$ cat config.mk
export PLATFORM = sky130hd
export DESIGN_NAME = sevseg_scan_ctrl
export DESIGN_NICKNAME = d
export VERILOG_FILES = /design/src/rtl/sevseg_pkg.sv /design/src/rtl/sevseg_slot_timer.sv /design/src/rtl/sevseg_scan_ctrl.sv
export SDC_FILE = /design/constraint.sdc
export NUM_CORES = 1
export LEC_CHECK = 0
export CORE_MARGIN = 1
export CORE_UTILIZATION = 30
export CTS_CLUSTER_DIAMETER = 200
export DETAILED_ROUTE_END_ITERATION = 16
export SLEW_MARGIN = 20
export SYNTH_ARGS = -nofsm -noshare
export SYNTH_HDL_FRONTEND = slang
export SYNTH_SLANG_ARGS = --single-unit
export TNS_END_PERCENT = 10
$ cat constraint.sdc
create_clock -name clock -period 6.74 [get_ports clock]
set_input_delay 0.674 -clock clock [delete_from_list [all_inputs] [get_ports clock]]
set_output_delay 0.674 -clock clock [all_outputs]
set_load 0.005 [all_outputs]
$ cat src/rtl/sevseg_pkg.sv
// Shared types and constants for the two-digit seven-segment scanner.
// State encoding, blank patterns and a counter-width helper.
package sevseg_pkg;

  typedef enum logic [1:0] {
    BLANK_LO = 2'd0,
    SHOW_LO  = 2'd1,
    BLANK_HI = 2'd2,
    SHOW_HI  = 2'd3
  } sevseg_state_t;

  localparam logic [6:0] SEG_OFF = 7'h7F;
  localparam logic [1:0] DIG_OFF = 2'b11;

  function automatic int clog2(input int v);
    int r;
    r = 0;
    for (int i = 0; i < 31; i++) begin
      if ((1 << i) < v) r = i + 1;
    end
    return (r < 1) ? 1 : r;
  endfunction

endpackage

$ cat src/rtl/sevseg_slot_timer.sv
// Digit-slot timer: wrapping divider, slot-end pulse,
// end-of-blank pulse and blank-phase flag.
module sevseg_slot_timer
  import sevseg_pkg::*;
#(
  parameter int SCAN_DIV     = 50000,
  parameter int BLANK_CYCLES = 16
) (
  input  logic i_clock,
  input  logic i_clear_n,
  output logic o_slot_end,
  output logic o_blank_end,
  output logic o_blank
);

  localparam int CW = clog2(SCAN_DIV);

  logic [CW-1:0] r_cnt;
  logic          w_wrap;

  assign w_wrap      = (r_cnt == CW'(SCAN_DIV - 1));
  assign o_slot_end  = w_wrap;
  assign o_blank_end = (r_cnt == CW'(BLANK_CYCLES - 1));
  assign o_blank     = (r_cnt < CW'(BLANK_CYCLES));

  // Divider counts 0..SCAN_DIV-1; the wrap is the slot boundary
  always_ff @(posedge i_clock or negedge i_clear_n) begin
    if (!i_clear_n) begin
      r_cnt <= '0;
    end else if (w_wrap) begin
      r_cnt <= '0;
    end else begin
      r_cnt <= r_cnt + 1'b1;
    end
  end

endmodule

$ cat src/rtl/sevseg_scan_ctrl.sv
// Two-digit seven-segment scan controller with tear-free commit.
// Optional blink gating is built when SEVSEG_BLINK_EN is defined.
module sevseg_scan_ctrl
  import sevseg_pkg::*;
#(
  parameter int SCAN_DIV     = 50000,
  parameter int BLANK_CYCLES = 16,
  parameter int BLINK_DIV    = 12500000
) (
  input  logic        clock,
  input  logic        clear_n,
  input  logic        out_we,
  input  logic [7:0]  out_data,
  output logic [7:0]  enc_in,
  input  logic [15:0] enc_val,
  output logic [6:0]  seg_n,
  output logic [1:0]  dig_en_n,
  output logic        busy
`ifdef SEVSEG_BLINK_EN
  ,
  input  logic        blink_req
`endif
);

  sevseg_state_t r_state;
  sevseg_state_t w_state_nxt;

  logic [7:0] r_pending;
  logic [7:0] r_active;
  logic       r_valid;
  logic       r_busy;
  logic [6:0] r_seg_n;
  logic [1:0] r_dig_en_n;

  logic       w_slot_end;
  logic       w_blank_end;
  logic       w_blank;
  logic       w_commit;
  logic       w_dark;
  logic       w_show;
  logic [6:0] w_seg_nxt;
  logic [1:0] w_dig_nxt;
  logic       w_unused_bits;

  assign w_unused_bits = ^{enc_val[15], enc_val[7]};

  sevseg_slot_timer #(
    .SCAN_DIV     (SCAN_DIV),
    .BLANK_CYCLES (BLANK_CYCLES)
  ) u_timer (
    .i_clock     (clock),
    .i_clear_n   (clear_n),
    .o_slot_end  (w_slot_end),
    .o_blank_end (w_blank_end),
    .o_blank     (w_blank)
  );

`ifdef SEVSEG_BLINK_EN
  localparam int BW = clog2(2 * BLINK_DIV);

  logic [BW-1:0] r_blink_cnt;

  // Free-running blink counter, period 2*BLINK_DIV
  always_ff @(posedge clock or negedge clear_n) begin
    if (!clear_n) begin
      r_blink_cnt <= '0;
    end else if (r_blink_cnt == BW'(2 * BLINK_DIV - 1)) begin
      r_blink_cnt <= '0;
    end else begin
      r_blink_cnt <= r_blink_cnt + 1'b1;
    end
  end

  assign w_dark = blink_req & (r_blink_cnt >= BW'(BLINK_DIV));
`else
  localparam int unused_blink_div = BLINK_DIV;

  assign w_dark = 1'b0;
`endif

  assign w_commit = (r_state == SHOW_HI) & w_slot_end;
  assign w_show   = r_valid & ~w_dark & ~w_blank;

  // Scan state register
  always_ff @(posedge clock or negedge clear_n) begin
    if (!clear_n) begin
      r_state <= BLANK_LO;
    end else begin
      r_state <= w_state_nxt;
    end
  end

  // Next state and next pin values
  always_comb begin
    w_state_nxt = r_state;
    w_seg_nxt   = SEG_OFF;
    w_dig_nxt   = DIG_OFF;
    unique case (r_state)
      BLANK_LO: begin
        if (w_blank_end) w_state_nxt = SHOW_LO;
      end
      SHOW_LO: begin
        if (w_slot_end) w_state_nxt = BLANK_HI;
        if (w_show) begin
          w_seg_nxt = ~enc_val[6:0];
          w_dig_nxt = 2'b10;
        end
      end
      BLANK_HI: begin
        if (w_blank_end) w_state_nxt = SHOW_HI;
      end
      SHOW_HI: begin
        if (w_slot_end) w_state_nxt = BLANK_LO;
        if (w_show) begin
          w_seg_nxt = ~enc_val[14:8];
          w_dig_nxt = 2'b01;
        end
      end
      default: begin
        w_state_nxt = BLANK_LO;
      end
    endcase
  end

  // Write capture and frame-boundary commit
  always_ff @(posedge clock or negedge clear_n) begin
    if (!clear_n) begin
      r_pending <= 8'h00;
      r_active  <= 8'h00;
      r_valid   <= 1'b0;
      r_busy    <= 1'b0;
    end else if (w_commit) begin
      r_busy <= 1'b0;
      if (out_we) begin
        r_pending <= out_data;
        r_active  <= out_data;
        r_valid   <= 1'b1;
      end else if (r_busy) begin
        r_active <= r_pending;
        r_valid  <= 1'b1;
      end
    end else if (out_we) begin
      r_pending <= out_data;
      r_busy    <= 1'b1;
    end
  end

  // Registered segment and digit pins
  always_ff @(posedge clock or negedge clear_n) begin
    if (!clear_n) begin
      r_seg_n    <= SEG_OFF;
      r_dig_en_n <= DIG_OFF;
    end else begin
      r_seg_n    <= w_seg_nxt;
      r_dig_en_n <= w_dig_nxt;
    end
  end

  assign enc_in   = r_active;
  assign seg_n    = r_seg_n;
  assign dig_en_n = r_dig_en_n;
  assign busy     = r_busy;

endmodule
Word level (Yosys, flattened, before mapping)
Cells that the tools add are included.

word-level totals
  RAM bits = 0
  memories kept = 0
  memory bits (read-only) = 0
  input port bits = 27
  register bits after elaboration = 45
  word-level logic and storage cells = 47
  bits in latches = 0

operators by class
  equal/unequal tests = 9
  multiplexer cells = 18
  add/sub/neg operators = 1
  multiply operators = 0
  $lt $le $gt $ge = 1
  shifts and indexed selects = 0
  reduce and logical (&&, ||, !) cells = 5
  bitwise logic cells = 5
  divide/modulo/power cells = 0

operators by type and width
  operator                                                      count
  adder 16 x 1 -> 16 bit (second input constant)                1
  == test 16 bit (second input constant)                        1
  == test 16 x 4 -> 1 bit (second input constant)               1
  less-than comparator 16 x 5 -> 1 bit (second input constant)  1
  2-to-1 mux 16 bit                                             1
  2-to-1 mux 8 bit                                              2
  2-to-1 mux 7 bit                                              2
  NOT 7 bit                                                     2
  one-hot mux 7 bit (2 select lines)                            1
  2-to-1 mux 2 bit                                              5
  one-hot mux 2 bit (4 select lines)                            1
  2-to-1 mux 1 bit                                              5
  == test 2 bit (second input constant)                         2
  inequality test 2 x 1 -> 1 bit (second input constant)        2
  inequality test 2 bit (second input constant)                 2
  one-hot mux 2 bit (2 select lines)                            1
  AND reduction 4 bit                                           1
  nonzero test 2 bit                                            2
  AND 1 bit                                                     2
  == test 2 x 1 -> 1 bit (second input constant)                1
  logical NOT 2 bit                                             1
  AND reduction 2 bit                                           1
  NOT 1 bit                                                     1

Depth between registers and ports, before layout
Gate-level depths: netlist of the first run.

  depth after elaboration = 5
  gate-level depth with buffers = 5
  gate-level depth less buffers = 5

Cells and area by module
A second synthesis of the first run with hierarchy kept.

second synthesis, totals
  cell total of the unflattened synthesis = 151
  area, all modules = 1950.6 sq um

modules (own cells, without submodules)
  module             cells each  instances  area each (sq um)
  sevseg_scan_ctrl   79          1          1183.6
  sevseg_slot_timer  72          1          767.0

Worst setup path before layout of the first run
OpenSTA, ideal clock, no wires.

  path type = flip-flop to flip-flop
  from = reg u_timer.r_cnt[11]
  to = reg r_active[0] (netlist: enc_in[0])
  setup slack = 4470 ps
  arrival = 2145 ps
  stages on the path, launching flop included = 5
  path buffers = 0
  data required time = 6615 ps
  clock period less this slack = 2270 ps
  setup time = 125 ps
  cell sequence = dfrtp_1 -> or4_4 -> nor4_4 -> nor3b_4 -> mux2_2

between the ends
  cells in the longest elaborated chain, start to end = 3

RTL lines
  what                                  line                     source
  from (decl)                           sevseg_slot_timer.sv:18  logic [CW-1:0] r_cnt;
  from (signal assigned)                sevseg_slot_timer.sv:33  r_cnt <= r_cnt + 1'b1;
  == test 16 bit                        sevseg_slot_timer.sv:21  assign w_wrap = (r_cnt == CW'(SCAN_DIV - 1));
  AND 1 bit                             sevseg_scan_ctrl.sv:81   assign w_commit = (r_state == SHOW_HI) & w_slot_end;
  AND reduction 2 bit (no source line)  --
  to (signal assigned)                  sevseg_scan_ctrl.sv:136  r_active <= out_data;
  to (signal assigned)                  sevseg_scan_ctrl.sv:139  r_active <= r_pending;
  to (decl)                             sevseg_scan_ctrl.sv:29   logic [7:0] r_active;

No other way between the ends.
A chain may end at the register's enable or synchronous reset.

Worst setup path in the final report of the first run
  from = reg u_timer.r_cnt[11]
  to = reg r_active[7] (netlist: enc_in[7])

Same word-level chain as after synthesis.

==> results of run 1 <==
## sequential cells by signal, summed over array words and instances, names as in the netlist
signal         count
u_timer.r_cnt     16
enc_in             8
seg_n              7
r_valid            1
busy               1
r_state            2
dig_en_n           2
r_pending          8
## layer usage
| layer | vias to the layer above | wire length (um) | track usage [%] |
|---|---|---|---|
| li1 | 636 | - | - |
| met1 | 647 | 1790 | 16.8 |
| met2 | 28 | 1730 | 21.7 |
| met3 | 7 | 172 | 2.75 |
| met4 | 0 | 73 | 6.32 |
| met5 | - | 0 | 0 |
## worst max path at each step
stage	startpoint	end	slack [ns]
floorplan	u_timer.r_cnt[11]	enc_in[0]	4.47
CTS	u_timer.r_cnt[11]	enc_in[4]	4.10
finish	u_timer.r_cnt[11]	enc_in[7]	4.14
global placement	u_timer.r_cnt[11]	enc_in[5]	4.16
global route	u_timer.r_cnt[11]	enc_in[4]	4.00
detailed placement	u_timer.r_cnt[11]	enc_in[4]	4.12
## cell usage after synthesis, drive strengths merged, types with 2 or more instances
library cell,instances,share of area [%]
a21oi,3,0.77
and2,2,0.65
and3,5,1.6
dfrtp,36,46
dfstp,9,12
ha,6,3.9
inv,3,0.58
mux2,17,9.9
nand2,3,0.58
nand3,7,1.8
nand4,4,1.3
nor2,15,2.9
nor4,2,1.4
o221ai,7,3.2
or3,4,1.3
or4,3,1.4
xnor2,4,1.8
xor2,8,3.6
## worst max-delay path, cell delays in order, from the launching register on
cell     delay (ns)
dfrtp_1        0.45
or4_4          0.60
nor4_4         0.51
nor3b_4        0.54
mux2_2         0.39
## cell families after synthesis
kind of cell             Yosys count  synth area share (%)
multiplexers                      18                  10.4
XOR/XNOR                          12                  5.42
adder cells (fa/ha/maj)            6                  3.87
buffers and inverters              5                 0.968
AND/OR/NAND/NOR                   50                  15.3
flip-flops                        45                  58.7
AO/OA/AOI/OAI                     14                  5.36
## power by group through the flow
stage	Clock, W	Sequential (W)	Combinational (W)
detailed placement	0	0.000281	0.0000266
global placement	0	0.000281	0.0000263
CTS	0.000170	0.000276	0.0000267
finish	0.000164	0.000276	0.0000260
floorplan	0	0.000281	0.00000660
global route	0.000180	0.000276	0.0000291
## placed cells by master (no fill, tap or decap), types with 5 or more instances in the layout
| cell | instances |
|---|---|
| and3_1 | 5 |
| clkbuf_8 | 5 |
| clkdlybuf4s50_1 | 41 |
| dfrtp_1 | 36 |
| dfstp_2 | 9 |
| ha_1 | 6 |
| mux2_2 | 17 |
| nand3_1 | 7 |
| nor2_1 | 15 |
| o221ai_1 | 7 |
| xor2_1 | 8 |
## cell type report
cell class                      instances  area share (%)
Sequential cell                        45            44.9
Tap cell                               75            3.71
Timing Repair Buffer                   42            16.5
Clock inverter                          3           0.692
Multi-Input combinational cell        100            30.9
Inverter                                4           0.593
Clock buffer                            5            2.72
## metrics by stage
step	power, W	instance area (um^2)	utilization (%)
after floorplan	0.000287	1940	-
after global placement	0.000307	2440	40.3
after detailed placement	0.000308	2440	40.3
after CTS	0.000473	2530	41.7
after global routing	0.000485	2530	41.8
final	0.000466	2530	41.8
==> flow_summary.json, run 1 <==
{
  "grt_use_total_pct": 13.3,
  "outcome": "finished, final reports clean",
  "slew-limit-headroom_pct": 62.6,
  "antenna_found_initial": 0,
  "combPwrFrac_pct": 5.6,
  "setup_tns_ns": 0,
  "clock_insertion_delay_worst_skew_ns": 0.30,
  "grt_pass1_vias": 1394,
  "netlist_area_um2": 1940,
  "regArea_um2": 1140,
  "routedWlPerCell_um": 13.7,
  "grt_max_degree": 46,
  "die-area_um2": 6790,
  "ff2ff_path_depth": 4,
  "clockBufferDepth": 2,
  "io_pins": 45,
  "period_minus_slack_ns": 2.60,
  "power_density_nw_per_um2": 184,
  "clkTransAtPathRegs_ns": 0.09,
  "ys_seq_area_share_pct": 58.7,
  "routed_via_density": 4.81,
  "num_antenna_cells": 0,
  "grt_pass1_wl_um": 6730,
  "power.switching_w": 0.000103,
  "start_util_pct": 32.0,
  "cts_buffers": 5,
  "hold_class": "input pin to async pin",
  "syn_inst": 150,
  "drtIter0Drc": 67,
  "wl_um": 3760,
  "syn_area_per_cell_um2": 12.9,
  "preCtsSetupSlack_ns": 4.12,
  "p_int_w": 0.000363,
  "cts_tree": "built",
  "nets": 231,
  "ctsHoldBuffers": 0,
  "ys.flop_type": "dfrtp_1",
  "whs_ns": 0.360,
  "root_buffer": "clkbuf_8",
  "r2r_end": "enc_in[7]",
  "overflow": 0,
  "fin_crit_sh_pct": 38.6,
  "port_buffers": 42,
  "reg2reg_from": "u_timer.r_cnt[11]",
  "multi_input_area_um2": 782,
  "vias": 1318,
  "post-dp-hpwl_um": 2630,
  "drive_gt1_share_pct": 19.6,
  "ys_ff_latch": 45,
  "yosysWarnings": 0,
  "rsz0062_at_grt": "no",
  "power_leakage_nw": 1.09,
  "worst_pin_slew_ns": 0.561,
  "maxCapViolCount": 0,
  "first_pass_iters": 4,
  "die_h_um": 82.4,
  "drc": 0,
  "power_frac_seq_pct": 59.2,
  "arrival_ns": 2.79,
  "area_delta_synth_final_pct": 30.7,
  "path_class": "flop to flop",
  "clkSinkCount": 45,
  "gp_congestion": 0.763,
  "synthArstFlopShare_pct": 100,
  "power_frac_clock_pct": 35.2,
  "nFillCells": 579,
  "final-max-slew-violation-count": 0,
  "core_area_um2": 6060,
  "ant_nets": 0,
  "syn-num-nets": 183,
  "cts_setup_buffers": 0,
  "setup.worst_path.end_class": "flop",
  "ff2ff_setup_slack_ns": 4.14,
  "hold_viol_final": 0,
  "cts_resized": 0,
  "htree_num_levels": 2,
  "crit_required_ns": 6.93,
  "fmax_mhz": 384,
  "place_inst": 266,
  "finalSetupViolations": 0,
  "layout_setup_ws_ns": 4.14,
  "rows": 28,
  "synth_edf_count": 0,
  "switching_share_pct": 22.1,
  "stdcell_count": 274,
  "synth_cell_type_count": 32,
  "cp_max_fo": 9,
  "clock_skew_ns": 0.00867,
  "die_x_um": 82.4,
  "ir_worst_vdd_mv": 0.0947,
  "cp-start-kind": "flop"
}
(Power assumes the default switching activity.)
==> run 2, diff against run 1 <==
Clock period 6.74 ns to 2.4 ns, I/O delays scaled along.
==> run 2 against run 1 <==
Compared with the run above: combinational power rose to 2.9 times the previous value; core utilization rose by 1.0 points; clock power rose to 3.6 times the previous value; setup slack got worse by 4.0 ns; register-to-register slack got worse by 4.0 ns; hold slack got worse by 0.33 ns; critical path type unchanged.
==> flow_summary.json, run 2 (synthesis results as in run 1) <==
{
  "outcome": "finished, final reports clean",
  "hold_viol_final": 0,
  "die-area_um2": 6790,
  "grt_pass1_vias": 1348,
  "htree_num_levels": 2,
  "core_area_um2": 6060,
  "die_h_um": 82.4,
  "clkTransAtPathRegs_ns": 0.09,
  "cts_tree": "built",
  "ant_nets": 0,
  "routed_via_density": 4.78,
  "die_x_um": 82.4,
  "power_w": 0.00144,
  "mostFrequentLayoutCell": "clkdlybuf4s50_1",
  "clock_skew_ns": 0.0115,
  "root_buffer": "clkbuf_8",
  "finalSetupViolations": 0,
  "area_delta_synth_final_pct": 33.8,
  "period_minus_slack_ns": 2.22,
  "regArea_um2": 1140,
  "slew-limit-headroom_pct": 45.4,
  "power_leakage_nw": 1.12,
  "post-dp-hpwl_um": 2700,
  "arrival_ns": 2.41,
  "hold_class": "input pin to async pin",
  "largest_reg_flops": 16,
  "first_pass_iters": 4,
  "cp_max_fo": 9,
  "cts_buffers": 5,
  "post-route-util_pct": 42.8,
  "cts_setup_buffers": 0,
  "rsz0062_at_grt": "no",
  "nets": 235,
  "vias": 1330,
  "startpoint": "u_timer.r_cnt[11]",
  "clockBufferDepth": 2,
  "path_class": "flop to flop",
  "reg2reg_from": "u_timer.r_cnt[11]",
  "final-max-slew-violation-count": 0,
  "start_util_pct": 32.0,
  "crit_required_ns": 2.59,
  "port_buffers": 42,
  "drtIter0Drc": 50,
  "setup_tns_ns": 0,
  "gp_congestion": 0.704,
  "maxCapViolCount": 0,
  "drc": 0,
  "power_density_nw_per_um2": 556,
  "ctsHoldBuffers": 0,
  "fin_crit_sh_pct": 92.7,
  "overflow": 0,
  "cp-start-kind": "flop",
  "clock_insertion_delay_worst_skew_ns": 0.30,
  "nFillCells": 585,
  "fmax_mhz": 450,
  "rows": 28,
  "num_antenna_cells": 0,
  "grt_pass1_wl_um": 6490,
  "multi_input_area_um2": 782,
  "grt_max_degree": 39,
  "final_cell_mix": "41 x clkdlybuf4s50_1, 36 x dfrtp_1, 17 x mux2_2",
  "io_pins": 45,
  "routedWlPerCell_um": 13.5,
  "setup.worst_path.end_class": "flop",
  "cts_resized": 0,
  "wl_um": 3760,
  "worst_pin_slew_ns": 0.819,
  "regMostFlops": "u_timer.r_cnt",
  "antenna_found_initial": 0,
  "grt_use_total_pct": 12.9,
  "ir_worst_vdd_mv": 0.270,
  "clkSinkCount": 45,
  "drive_gt1_share_pct": 21.2
}
[run 2: cell types whose count changed in the layout (fill, tap and decap cells not counted), sizes merged]
| cell | previous run | this run |
|---|---|---|
| buf | 1 | 5 |
| clkinv | 3 | 1 |
| clkbuf | 5 | 6 |
| bufinv | 0 | 1 |
[run 2: where the power goes]
group	total [W]	internal (W)	switching, W
Sequential	0.000775	0.000772	0.00000303
Combinational	0.0000749	0.0000472	0.0000277
Clock	0.000593	0.000338	0.000254
[run 2: layer usage]
metal	GRT usage, %	vias to the layer above	wire length [um]
met3	2.86	7	189
li1	-	648	-
met4	5.79	0	72
met2	20.6	31	1810
met1	16.9	644	1680
met5	0	-	0
[run 2: layout make-up]
type                    count  area share (%)
flip-flops and latches     45            43.8
clock inverters             2            1.45
inverters                   4           0.579
clock buffers               6            3.18
well taps                  75            3.62
multi-input cells         100            30.1
repair buffers             46            17.2
[run 2: final timing paths]
path / endpoint / slack (ns) / cells after the start
hold / removal: u_timer.r_cnt[6] / 0.03 / 1
hold reg to reg: u_timer.r_cnt[0] / 0.46 / 1
max in group asynchronous: seg_n[4] / 1.66 / 2
setup reg to reg: enc_in[3] / 0.18 / 5
setup / recovery: enc_in[3] / 0.18 / 5
min in group clock: u_timer.r_cnt[0] / 0.46 / 1
[run 2: per-stage QoR]
| stage | setup WS (ns) | instance area, um^2 | hold WS, ns | std cells |
|---|---|---|---|---|
| 2_1_floorplan | 0.130 | 1940 | -0.0556 | 150 |
| 3_3_place_gp | 0.218 | 2470 | 0.396 | 270 |
| 3_5_place_dp | 0.195 | 2470 | 0.387 | 270 |
| 4_1_cts | 0.173 | 2590 | 0.0512 | 278 |
| 5_1_grt | 0.0688 | 2590 | 0.103 | 278 |
| 6_report | 0.176 | 2590 | 0.0273 | 278 |
[run 2: worst max-delay path, cell delays in order (launching register included)]
cell,delay [ns]
dfrtp_1,0.44
or4_4,0.60
nor4_4,0.30
nor3b_4,0.21
buf_4,0.21
mux2_2,0.35
